$ cat src/rtl/rl_digit_serial_mult.sv
// Digit-serial multiplier: one DIGIT-bit slice of b per cycle, valid/ready on both sides.
// Optional two's-complement mode enabled by defining RL_MULT_SIGNED_EN.
module rl_digit_serial_mult #(
  parameter int WIDTH = 8,
  parameter int DIGIT = 2
) (
  input  logic               clk,
  input  logic               rst_n,
  input  logic               in_valid,
  output logic               in_ready,
  input  logic [WIDTH-1:0]   a,
  input  logic [WIDTH-1:0]   b,
  output logic               out_valid,
  input  logic               out_ready,
  output logic [2*WIDTH-1:0] p,
  output logic               busy
);
  localparam int NSTEP = WIDTH / DIGIT;
  localparam int CW    = (NSTEP > 1) ? $clog2(NSTEP) : 1;

  typedef enum logic [1:0] {IDLE, RUN, DONE} state_t;
  state_t state, state_nxt;

  logic [WIDTH-1:0]   areg, breg;
  logic [WIDTH-1:0]   a_ld, b_ld;
  logic [2*WIDTH-1:0] acc, acc_nxt, pp, p_fin;
  logic [CW-1:0]      cnt;
  logic [DIGIT-1:0]   dig;
  logic               last;

  assign last    = (cnt == CW'(NSTEP-1));
  assign dig     = breg[DIGIT*cnt +: DIGIT];
  // partial product is zero-extended to full width before the digit shift
  assign pp      = ((2*WIDTH)'(areg) * (2*WIDTH)'(dig)) << (DIGIT*cnt);
  assign acc_nxt = acc + pp;

`ifdef RL_MULT_SIGNED_EN
  logic sign;
  // magnitude of the most negative value wraps to 2^(WIDTH-1), read as unsigned
  assign a_ld  = a[WIDTH-1] ? -a : a;
  assign b_ld  = b[WIDTH-1] ? -b : b;
  assign p_fin = sign ? -acc_nxt : acc_nxt;

  always_ff @(posedge clk) begin
    if (!rst_n)
      sign <= 1'b0;
    else if (state == IDLE && in_valid)
      sign <= a[WIDTH-1] ^ b[WIDTH-1];
  end
`else
  assign a_ld  = a;
  assign b_ld  = b;
  assign p_fin = acc_nxt;
`endif

  always_ff @(posedge clk) begin
    if (!rst_n) state <= IDLE;
    else        state <= state_nxt;
  end

  // handshake outputs decode from state only
  always_comb begin
    state_nxt = state;
    in_ready  = 1'b0;
    out_valid = 1'b0;
    busy      = 1'b0;
    unique case (state)
      IDLE: begin
        in_ready = 1'b1;
        if (in_valid) state_nxt = RUN;
      end
      RUN: begin
        busy = 1'b1;
        if (last) state_nxt = DONE;
      end
      DONE: begin
        busy      = 1'b1;
        out_valid = 1'b1;
        if (out_ready) state_nxt = IDLE;
      end
      default: state_nxt = IDLE;
    endcase
  end

  always_ff @(posedge clk) begin
    if (!rst_n) begin
      areg <= '0;
      breg <= '0;
      acc  <= '0;
      cnt  <= '0;
      p    <= '0;
    end else begin
      unique case (state)
        IDLE: if (in_valid) begin
          areg <= a_ld;
          breg <= b_ld;
          acc  <= '0;
          cnt  <= '0;
        end
        RUN: begin
          acc <= acc_nxt;
          cnt <= cnt + 1'b1;
          if (last) p <= p_fin;
        end
        default: ;
      endcase
    end
  end
endmodule
$ cat config.mk
export PLATFORM = sky130hd
export DESIGN_NAME = rl_digit_serial_mult
export DESIGN_NICKNAME = d
export VERILOG_FILES = /design/src/rtl/rl_digit_serial_mult.sv
export SDC_FILE = /design/constraint.sdc
export NUM_CORES = 1
export LEC_CHECK = 0
export ABC_AREA = 1
export BUFFER_PORTS_ARGS = -buffer_cell sky130_fd_sc_hd__clkbuf_2
export CORE_UTILIZATION = 53
export DETAILED_ROUTE_END_ITERATION = 8
export GPL_ROUTABILITY_DRIVEN = 0
export PLACE_DENSITY = 0.86
export SYNTH_ARGS = -nofsm -noshare
export SYNTH_HDL_FRONTEND = slang
export SYNTH_SLANG_ARGS = --single-unit
$ cat constraint.sdc
create_clock -name clk -period 3.2 [get_ports clk]
set_input_delay 0.64 -clock clk [delete_from_list [all_inputs] [get_ports clk]]
set_output_delay 0.64 -clock clk [all_outputs]
set_load 0.02 [all_outputs]
==> results of run 1 <==
cells by family after synthesis:
| group | synth area share, % |
|---|---|
| flip-flops | 30.0 |
| XOR/XNOR | 4.79 |
| buffers and inverters | 8.26 |
| AO/OA/AOI/OAI | 18.5 |
| AND/OR/NAND/NOR | 27.2 |
| adder cells (fa/ha/maj) | 11.2 |
final cells by class:
cell class,count,area share [%]
Multi-Input combinational cell,380,57.6
Clock buffer,7,1.69
Clock inverter,1,0.147
Tap cell,77,1.89
Timing Repair Buffer,102,14.2
Inverter,54,4.07
Sequential cell,52,20.5
routing by layer:
layer	vias up	GRT usage, %	wire [um]	part of all wire, %
met1	1980	38.8	5190	35
met5	-	0	0	0
met2	442	59.4	6590	44
li1	1806	-	-	-
met4	0	16.5	1440	9.6
met3	154	9.44	1670	11
how the worst max path moves through the flow:
| stage | from | end | slack (ns) |
|---|---|---|---|
| final | cnt[0] | acc[14] | -0.98 |
| after global routing | cnt[0] | acc[14] | -1.07 |
| after CTS | cnt[0] | p[15] | -0.39 |
| after detailed placement | cnt[0] | p[15] | -0.48 |
| after global placement | cnt[0] | p[14] | -0.27 |
| after floorplan | cnt[1] | p[15] | -0.09 |
through the flow:
step	power, mW	cell area [um2]
floorplan	1.57	3560
global placement	1.86	4090
detailed placement	1.92	4090
CTS	2.49	4620
global route	2.99	5110
finish	2.88	5110
layout by cell type, fill, tap and decap left out, drive strengths merged:
cell type / n
o21a: 1
nand3b: 1
a31oi: 1
nand2: 103
nor2: 84
clkinv: 2
inv: 52
nand4: 3
and2: 1
clkinvlp: 1
a21o: 1
xor2: 13
xnor2: 6
nand2b: 1
ha: 28
buf: 64
a32o: 1
o21ai: 54
o31ai: 1
o211ai: 1
clkbuf: 45
fa: 2
nor3: 3
a21oi: 53
or2: 1
dfxtp: 52
nand3: 20
o221ai: 1
registers in the layout, indices dropped and copies added (netlist names):
register / count
breg: 8
state: 2
acc: 16
p: 16
areg: 8
cnt: 2
critical path: stages (launching register included):
cell and delay (ns):
dfxtp_4 0.40, buf_6 0.10, a21oi_2 0.04, a32o_2 0.31, nor2_2 0.13, ha_2 0.20, inv_2 0.04, fa_2 0.38
inv_2 0.09, nand2_2 0.09, nand3_4 0.10, buf_6 0.11, nand2_4 0.06, a21oi_4 0.14, nand2_1 0.11, o21ai_2 0.08
nand2_1 0.11, o21ai_4 0.11, ha_4 0.25, a21oi_4 0.25, o21ai_4 0.13, a21oi_2 0.18, nand2_2 0.10, xor2_2 0.19
nand2_1 0.10, a21oi_2 0.28
timing repair:
action	in CTS	in global routing
pin swaps	57	60
resized for setup	90	82
hold endpoints to repair	0	0
buffers inserted	13	9
setup endpoints to repair	24	26
where the power goes:
part | total [mW] | internal, mW | switching, mW
sequential | 0.801 | 0.736 | 0.0646
combinational | 1.65 | 0.621 | 1.03
clock | 0.430 | 0.177 | 0.253
total | 2.88 | 1.53 | 1.35
==> impl_results.md, run 1 <==
* Max-slew violations at 0
* Top_reg_cell synth: dfxtp_1
* Worst reg2reg startpoint: cnt[0]
* First-pass GRT wire length at 18.9 mm
* Layout Area Growth over Synthesis at 47.2%
* Diode count at 0
* Worst Path Required at 3.46 ns
* Status: finished with violations
* GRT overflow at 0
* Top post-synthesis cells by count: nand2_1, nor2_1, dfxtp_1
* Share of post-route cells with drive strength above 1 at 43.6%
* Final min period at 4.18 ns
* PD cells at 564 nW/um2
* Gr usage total at 34.3%
* Final hold violation count at 0
* Rows at 29
* Crit start category: flop
* Post-route insts no fill at 673
* Clock transition at the registers of the reported paths at 0.11 ns
* I/O pins at 39
* Antenna-violating nets left at 0
* Library cells used by synthesis at 41
* Initial antenna violation count at 0
* Width of the die at 82.9 um
* Async S/R FF share, synth at 0%
* R2R Path End: acc[14]
* CP Max Fanout at 6
* Filler cells at 335
* Sequential fraction of the synthesis area at 30.0%
* Layout Skew at 0.0185 ns
* Core Util, Final at 80.5%
* Clock latency on the worst-skew pair at 0.34 ns
* Fin Setup TNS at -16.10 ns
* Die Height at 82.9 um
* Area share of the largest cell type after synthesis at 30.0%
* Starting Density at 54.7%
* Worst Hold Endpoint: p[1]
* DP Wirelength at 6.46 mm
* Drt first pass iters at 7
* Fin Hold WS at 0.490 ns
* Mean Syn Cell Area at 6.90 um2
* LEAKAGE at 2.31 nW
* DR DRC count at 0
* Synth area leaders: dfxtp_1, nand2_1, ha_1
* F_max at 239 MHz
* Arrival time worst endpoint at 4.43 ns
* Vias in the first global route at 3893
* Type of the tightest min-delay check: flop to flop
* DP Worst Slack at -0.481 ns
* Post-synth EDFFs at 0
* Hold depth at 2
* Slew at the pin with the worst max-slew slack at 0.849 ns
* Wirelength per Cell at 22.1 um
* Via count at 4382
* Final setup violation count at 26
* Synthesized flop and latch total at 52
* CTS H-tree depth at 2
* Layout Nets at 645
* Largest net degree at the start of global routing at 30
* Hold buffers post-CTS at 0
* Worst r2r path cells at 25
* Multi-input logic area at 2940 um2
* Drt total wl at 14.9 mm
* TritonCTS Buffers at 5
* Crit end category: flop
* Max clock buf depth at 2
* Post-route clock period utilization at 131%
* RSZ-0062 raised after global routing: yes
* Die footprint at 6880 um2
* Synthesized instance count at 503
* Cell Area, Synth at 3470 um2
* Worst setup margin at -0.978 ns
* Clock Sinks at 52
* Synth warn at 0
* Max VDD drop at 0.743 mV
* Dominant cell type by area after synthesis: dfxtp_1
* CORE AREA at 6350 um2
* Max cap viols at 0
* Mapped Nets at 553
* Via density at 6.51
* Failing checks: negative setup slack
* Root Buffer: clkbuf_8
* Top-count cell post-synth: nand2_1
* Reg area at 1050 um2
* Critical path class: flop to flop
* Relative slew slack at 43.4%
* R2R setup slack at -0.98 ns
* CTS tree: done
* Hold Startpoint: p[1]
* DRT iter0 DRCs at 711
* Cells after DPL at 646
* Port bufs at 38
(Power assumes the default switching activity.)
==> inputs of run 2 (changes only) <==
--- a/config.mk
+++ b/config.mk
@@ -7,10 +7,10 @@
 export LEC_CHECK = 0
 export ABC_AREA = 1
 export BUFFER_PORTS_ARGS = -buffer_cell sky130_fd_sc_hd__clkbuf_2
-export CORE_UTILIZATION = 53
+export CORE_UTILIZATION = 59
 export DETAILED_ROUTE_END_ITERATION = 8
 export GPL_ROUTABILITY_DRIVEN = 0
-export PLACE_DENSITY = 0.86
+export PLACE_DENSITY = 0.9
 export SYNTH_ARGS = -nofsm -noshare
 export SYNTH_HDL_FRONTEND = slang
 export SYNTH_SLANG_ARGS = --single-unit
==> constraint.sdc (replaced) <==
create_clock -name clk -period 4.6 [get_ports clk]
set_input_delay 0.92 -clock clk [delete_from_list [all_inputs] [get_ports clk]]
set_output_delay 0.92 -clock clk [all_outputs]
set_load 0.02 [all_outputs]
==> run 2 against run 1 <==
  * The run now ends clean
  * Power is 47% lower
  * Worst hold slack worse by 0.0051 ns
  * Wire length is 47% lower
  * Critical endpoint unchanged
  * Die area is 9.9% lower
  * Combinational power is 60% lower
  * Core utilization is 12 points lower
  * Clock-buffer cell count is 2 lower
  * Sequential power is 33% lower
  * Non-clock buffer count is 62 lower
  * Largest cell class unchanged
  * Register-to-register slack better by 1.4 ns
==> impl_results.md, run 2 (synthesized netlist as in run 1, its figures left out) <==
* Final hold violation count at 0
* Port bufs at 38
* Worst setup margin at 0.421 ns
* Filler cells at 488
* CP dominant cell by count: nand2_1
* Vias in the first global route at 3149
* CTS tree: done
* Worst Path Required at 4.84 ns
* Die footprint at 6190 um2
* DRT iter0 DRCs at 190
* Multi-input logic area at 2140 um2
* CTS resizes at 0
* Worst-path cell chain: inv_1 > nand2_1 > a32o_1 > nor2_1 > ha_1 > inv_1 > fa_1 > inv_1 > nand2_1 > nand3_2 > nand2_2 > a21oi_2 > nand2_1 > o21ai_0 > nand2_1 > o21ai_0 > ha_1 > a21oi_1 > o21ai_0 > a21oi_1 > nand2_1 > xor2_1 > nand2_1 > a21oi_1
* DR DRC count at 0
* I/O pins at 39
* Share of post-route cells with drive strength above 1 at 14.0%
* Biggest regs: acc: 16 flops, p: 16 flops
* WP buf/inv at 3
* Gr usage total at 26.7%
* Crit end category: flop
* Drt first pass iters at 4
* Max VDD drop at 0.470 mV
* Final setup violation count at 0
* Die Height at 78.7 um
* Layout Nets at 583
* DP Worst Slack at 0.515 ns
* Relative slew slack at 37.2%
* # Post-CTS Setup Buffers at 0
* Arrival time worst endpoint at 4.42 ns
* First-pass GRT wire length at 13.2 mm
* Type of the tightest min-delay check: flop to flop
* Diode count at 0
* Largest incremental delay on the critical path at 0.40 ns
* DP Wirelength at 6.05 mm
* Top delay family on crit path: compound AO/OA/AOI/OAI gates
* Crit start category: flop
* CORE AREA at 5570 um2
* LEAKAGE at 1.86 nW
* Layout Skew at 0.00631 ns
* RSZ-0062 raised after global routing: no
* Max clock buf depth at 2
* Via density at 5.56
* Antenna-violating nets left at 0
* GRT overflow at 0
* Max-slew violations at 0
* Fin Setup TNS at 0 ns
* F_max at 239 MHz
* CP Max Fanout at 14
* Hold buffers post-CTS at 0
* Largest net degree at the start of global routing at 31
* Rows at 27
* Clock latency on the worst-skew pair at 0.32 ns
* PD cells at 404 nW/um2
* Root Buffer: clkbuf_8
* TritonCTS Buffers at 5
* CTS H-tree depth at 2
* Drt total wl at 7.86 mm
* Critical path class: flop to flop
* Initial antenna violation count at 0
* Starting Density at 62.3%
* Commonest non-fill, non-tap cell in the layout: nand2_1
* Clock Sinks at 52
* Via count at 3367
* Final min period at 4.18 ns
* Width of the die at 78.7 um
* Reg area at 1040 um2
* Layout Area Growth over Synthesis at 9.41%
* Clock transition at the registers of the reported paths at 0.10 ns
* Wirelength per Cell at 13.0 um
* Post-route clock period utilization at 90.8%
* Slew at the pin with the worst max-slew slack at 0.941 ns
* Status: completed
* Critical path's slowest cell: fa_1
* Fin Hold WS at 0.484 ns
* Max cap viols at 0
* Tot Pwr at 1.53 mW
* Most frequent cells in the layout: nand2_1, nor2_1, dfxtp_1
## run 2: cell count changes in the layout (fill, tap and decap cells not counted), moves of 15 or more
cell / change
a21oi_2: -18
buf_4: -48
a21oi_1: +26
o21ai_0: +26
ha_1: +15
nand2_1: +18
## run 2: metrics by stage
step / util (%) / instances / instance area, um2
2_1_floorplan: - / 503 / 3470
3_3_place_gp: 66.1 / 598 / 3680
3_5_place_dp: 66.1 / 598 / 3680
4_1_cts: 68.1 / 606 / 3800
5_1_grt: 68.1 / 606 / 3800
6_report: 68.1 / 606 / 3800
## run 2: per-layer routing
metal,track usage [%],share of wire (%),up-vias
li1,-,-,1694
met1,30.1,42,1561
met2,49.3,51,99
met3,4.71,5.2,13
met4,10.6,1.5,0
met5,0,0,-
## run 2: cell type report
type,instances,area share (%)
Multi-Input combinational cell,380,56.4
Sequential cell,52,27.4
Timing Repair Buffer,40,5.40
Inverter,54,5.34
Tap cell,72,2.37
Clock buffer,5,1.81
Clock inverter,3,1.22
## run 2: report_power, final
group	leakage (nW)	internal (mW)	switching (mW)
sequential	0.423	0.510	0.0296
combinational	1.38	0.201	0.462
clock	0.0600	0.165	0.166
## run 2: path summary, 6_finish.rpt
kind,startpoint,to,slack (ns),depth (start not counted)
worst max-delay path,cnt[0],acc[14],0.42,24
worst min-delay path,acc[2],acc[2],0.48,2
worst max register to register,cnt[0],acc[14],0.42,24
worst min register to register,acc[2],acc[2],0.48,2
## run 2: worst reg2reg max path: stages, from the launching register on
cell	delay, ns
dfxtp_1	0.33
inv_1	0.32
nand2_1	0.10
a32o_1	0.31
nor2_1	0.12
ha_1	0.17
inv_1	0.05
fa_1	0.40
inv_1	0.09
nand2_1	0.08
nand3_2	0.09
nand2_2	0.07
a21oi_2	0.18
nand2_1	0.07
o21ai_0	0.12
nand2_1	0.07
o21ai_0	0.14
ha_1	0.33
a21oi_1	0.23
o21ai_0	0.15
a21oi_1	0.15
nand2_1	0.08
xor2_1	0.23
nand2_1	0.08
a21oi_1	0.15
==> inputs of run 3 (changes only) <==
--- a/config.mk
+++ b/config.mk
@@ -10,6 +10,7 @@
 export CORE_UTILIZATION = 59
 export DETAILED_ROUTE_END_ITERATION = 8
 export GPL_ROUTABILITY_DRIVEN = 0
+export GPL_TIMING_DRIVEN = 0
 export PLACE_DENSITY = 0.9
 export SYNTH_ARGS = -nofsm -noshare
 export SYNTH_HDL_FRONTEND = slang
==> run 3 against run 2 <==
  * Wire length grew 4.1%
  * Design area up 1.1%
  * Maximum frequency is 0.97% higher
  * Critical path type unchanged
==> impl_results.md, run 3 (synthesized netlist as in run 1, its figures left out) <==
* Crit end category: flop
* Critical path's slowest cell: ha_1
* Critical path class: flop to flop
* Clock transition at the registers of the reported paths at 0.10 ns
* Layout Area Growth over Synthesis at 10.6%
* CP Max Fanout at 8
* Worst Path Required at 4.82 ns
* Layout Nets at 598
* I/O pins at 39
* Diode count at 0
* Clock latency on the worst-skew pair at 0.31 ns
* Arrival time worst endpoint at 4.36 ns
* Worst reg2reg startpoint: cnt[1]
* Multi-input logic area at 2150 um2
* LEAKAGE at 1.87 nW
* CTS tree: done
* Fin Setup TNS at 0 ns
* Drt first pass iters at 5
* Width of the die at 78.7 um
* Sw power at 658 uW
* Filler cells at 472
* R2R setup slack at 0.46 ns
* Power Internal at 835 uW
* Type of the tightest min-delay check: flop to flop
* CP dominant cell by count: nand2_1
* Post-route clock period utilization at 90.0%
* Share of post-route cells with drive strength above 1 at 14.0%
* DP Wirelength at 6.48 mm
* R2R Path End: p[15]
* Slew at the pin with the worst max-slew slack at 0.539 ns
* Vias in the first global route at 3340
* Die Height at 78.7 um
* Wirelength per Cell at 13.2 um
* Final setup violation count at 0
* Final min period at 4.14 ns
* CORE AREA at 5570 um2
* Max clock buf depth at 2
* CTS H-tree depth at 2
* Most frequent cells in the layout: nand2_1, nor2_1, dfxtp_1
* Crit path capture: p[15]
* Crit path launch: cnt[1]
* Antenna-violating nets left at 0
* Rows at 27
* Reg power frac at 36.1%
* Max cap viols at 0
* Gr usage total at 28.4%
* Relative slew slack at 64.1%
* Commonest non-fill, non-tap cell in the layout: nand2_1
* Reg area at 1040 um2
* Root Buffer: clkbuf_8
* Tot Pwr at 1.49 mW
* Port bufs at 38
* DR DRC count at 0
* Final hold violation count at 0
* Sw Ratio at 44.1%
* Hold buffers post-CTS at 0
* Comb pwr share at 46.3%
* RSZ-0062 raised after global routing: no
* Starting Density at 62.3%
* F_max at 242 MHz
* Layout Skew at 0.00549 ns
* Clock Sinks at 52
* Worst r2r path cells at 26
* Crit start category: flop
* Largest incremental delay on the critical path at 0.37 ns
* Initial antenna violation count at 0
* TritonCTS Buffers at 5
* Via density at 5.42
* First-pass GRT wire length at 14.1 mm
* PD cells at 389 nW/um2
* Biggest regs: acc: 16 flops, p: 16 flops
* Drt total wl at 8.19 mm
* DRT iter0 DRCs at 246
* Status: completed
* Clk pwr share at 17.7%
* Via count at 3364
* Max-slew violations at 0
* Max VDD drop at 0.343 mV
* Largest net degree at the start of global routing at 16
* Die footprint at 6190 um2
* GRT overflow at 0
[run 3: changes by cell type in the layout (fill, tap and decap cells not counted), sizes merged]
cell and delta:
inv -1, clkbuf +14, buf +3, bufinv -1
[run 3: per-layer routing]
metal	routed length (um)	vias to the layer above	global-route usage, %
met2	4030	108	51.7
li1	-	1720	-
met1	3490	1508	32.0
met4	299	0	14.1
met5	0	-	0
met3	369	28	4.48
[run 3: worst min path at each step]
stage,startpoint,endpoint,slack [ns],cells past startpoint
2_1_floorplan,acc[2],acc[2],0.44,2
3_3_place_gp,acc[0],acc[0],0.46,2
3_5_place_dp,acc[10],acc[10],0.46,2
4_1_cts,acc[10],acc[10],0.48,2
5_1_grt,acc[7],acc[7],0.50,2
6_report,acc[10],acc[10],0.48,2
[run 3: cell type report]
| cell class | count | share of cell area (%) |
|---|---|---|
| inverters | 54 | 5.28 |
| clock inverters | 1 | 0.228 |
| well taps | 72 | 2.35 |
| clock buffers | 7 | 1.99 |
| repair buffers | 38 | 4.95 |
| multi-input cells | 380 | 55.9 |
| flip-flops and latches | 52 | 27.1 |
| plain buffers | 17 | 2.18 |
[run 3: repair_timing]
| item | 4_1_cts | 5_1_grt |
|---|---|---|
| buffers inserted | 0 | 0 |
| endpoints found under the setup margin | 0 | 2 |
| gates resized for setup | 0 | 1 |
[run 3: power by group through the flow]
stage          clock [mW]  sequential (mW)  combinational, mW
2_1_floorplan           0            0.542              0.520
3_3_place_gp            0            0.546              0.651
3_5_place_dp            0            0.549              0.678
4_1_cts             0.265            0.539              0.684
5_1_grt             0.283            0.545              0.781
6_report            0.264            0.539              0.690
[run 3: worst max-delay path: cells and delay by family, from the launching register on]
family / cells / cell delay (ns)
flops: 1 / 0.35
buf+inv: 3 / 0.28
fa+ha+maj: 2 / 0.72
simple gates: 12 / 1.08
compound gates: 8 / 1.38
xor+xnor: 1 / 0.23
[run 3: per-stage QoR]
step	util (%)	setup slack (ns)	hold WS, ns	cell area [um2]	cells
after floorplan	-	1.13	0.444	3470	503
after global placement	67.3	0.605	0.456	3750	613
after detailed placement	67.3	0.528	0.464	3750	613
after CTS	68.8	0.427	0.477	3840	621
after global routing	68.9	0.00915	0.505	3840	621
final	68.9	0.461	0.477	3840	621
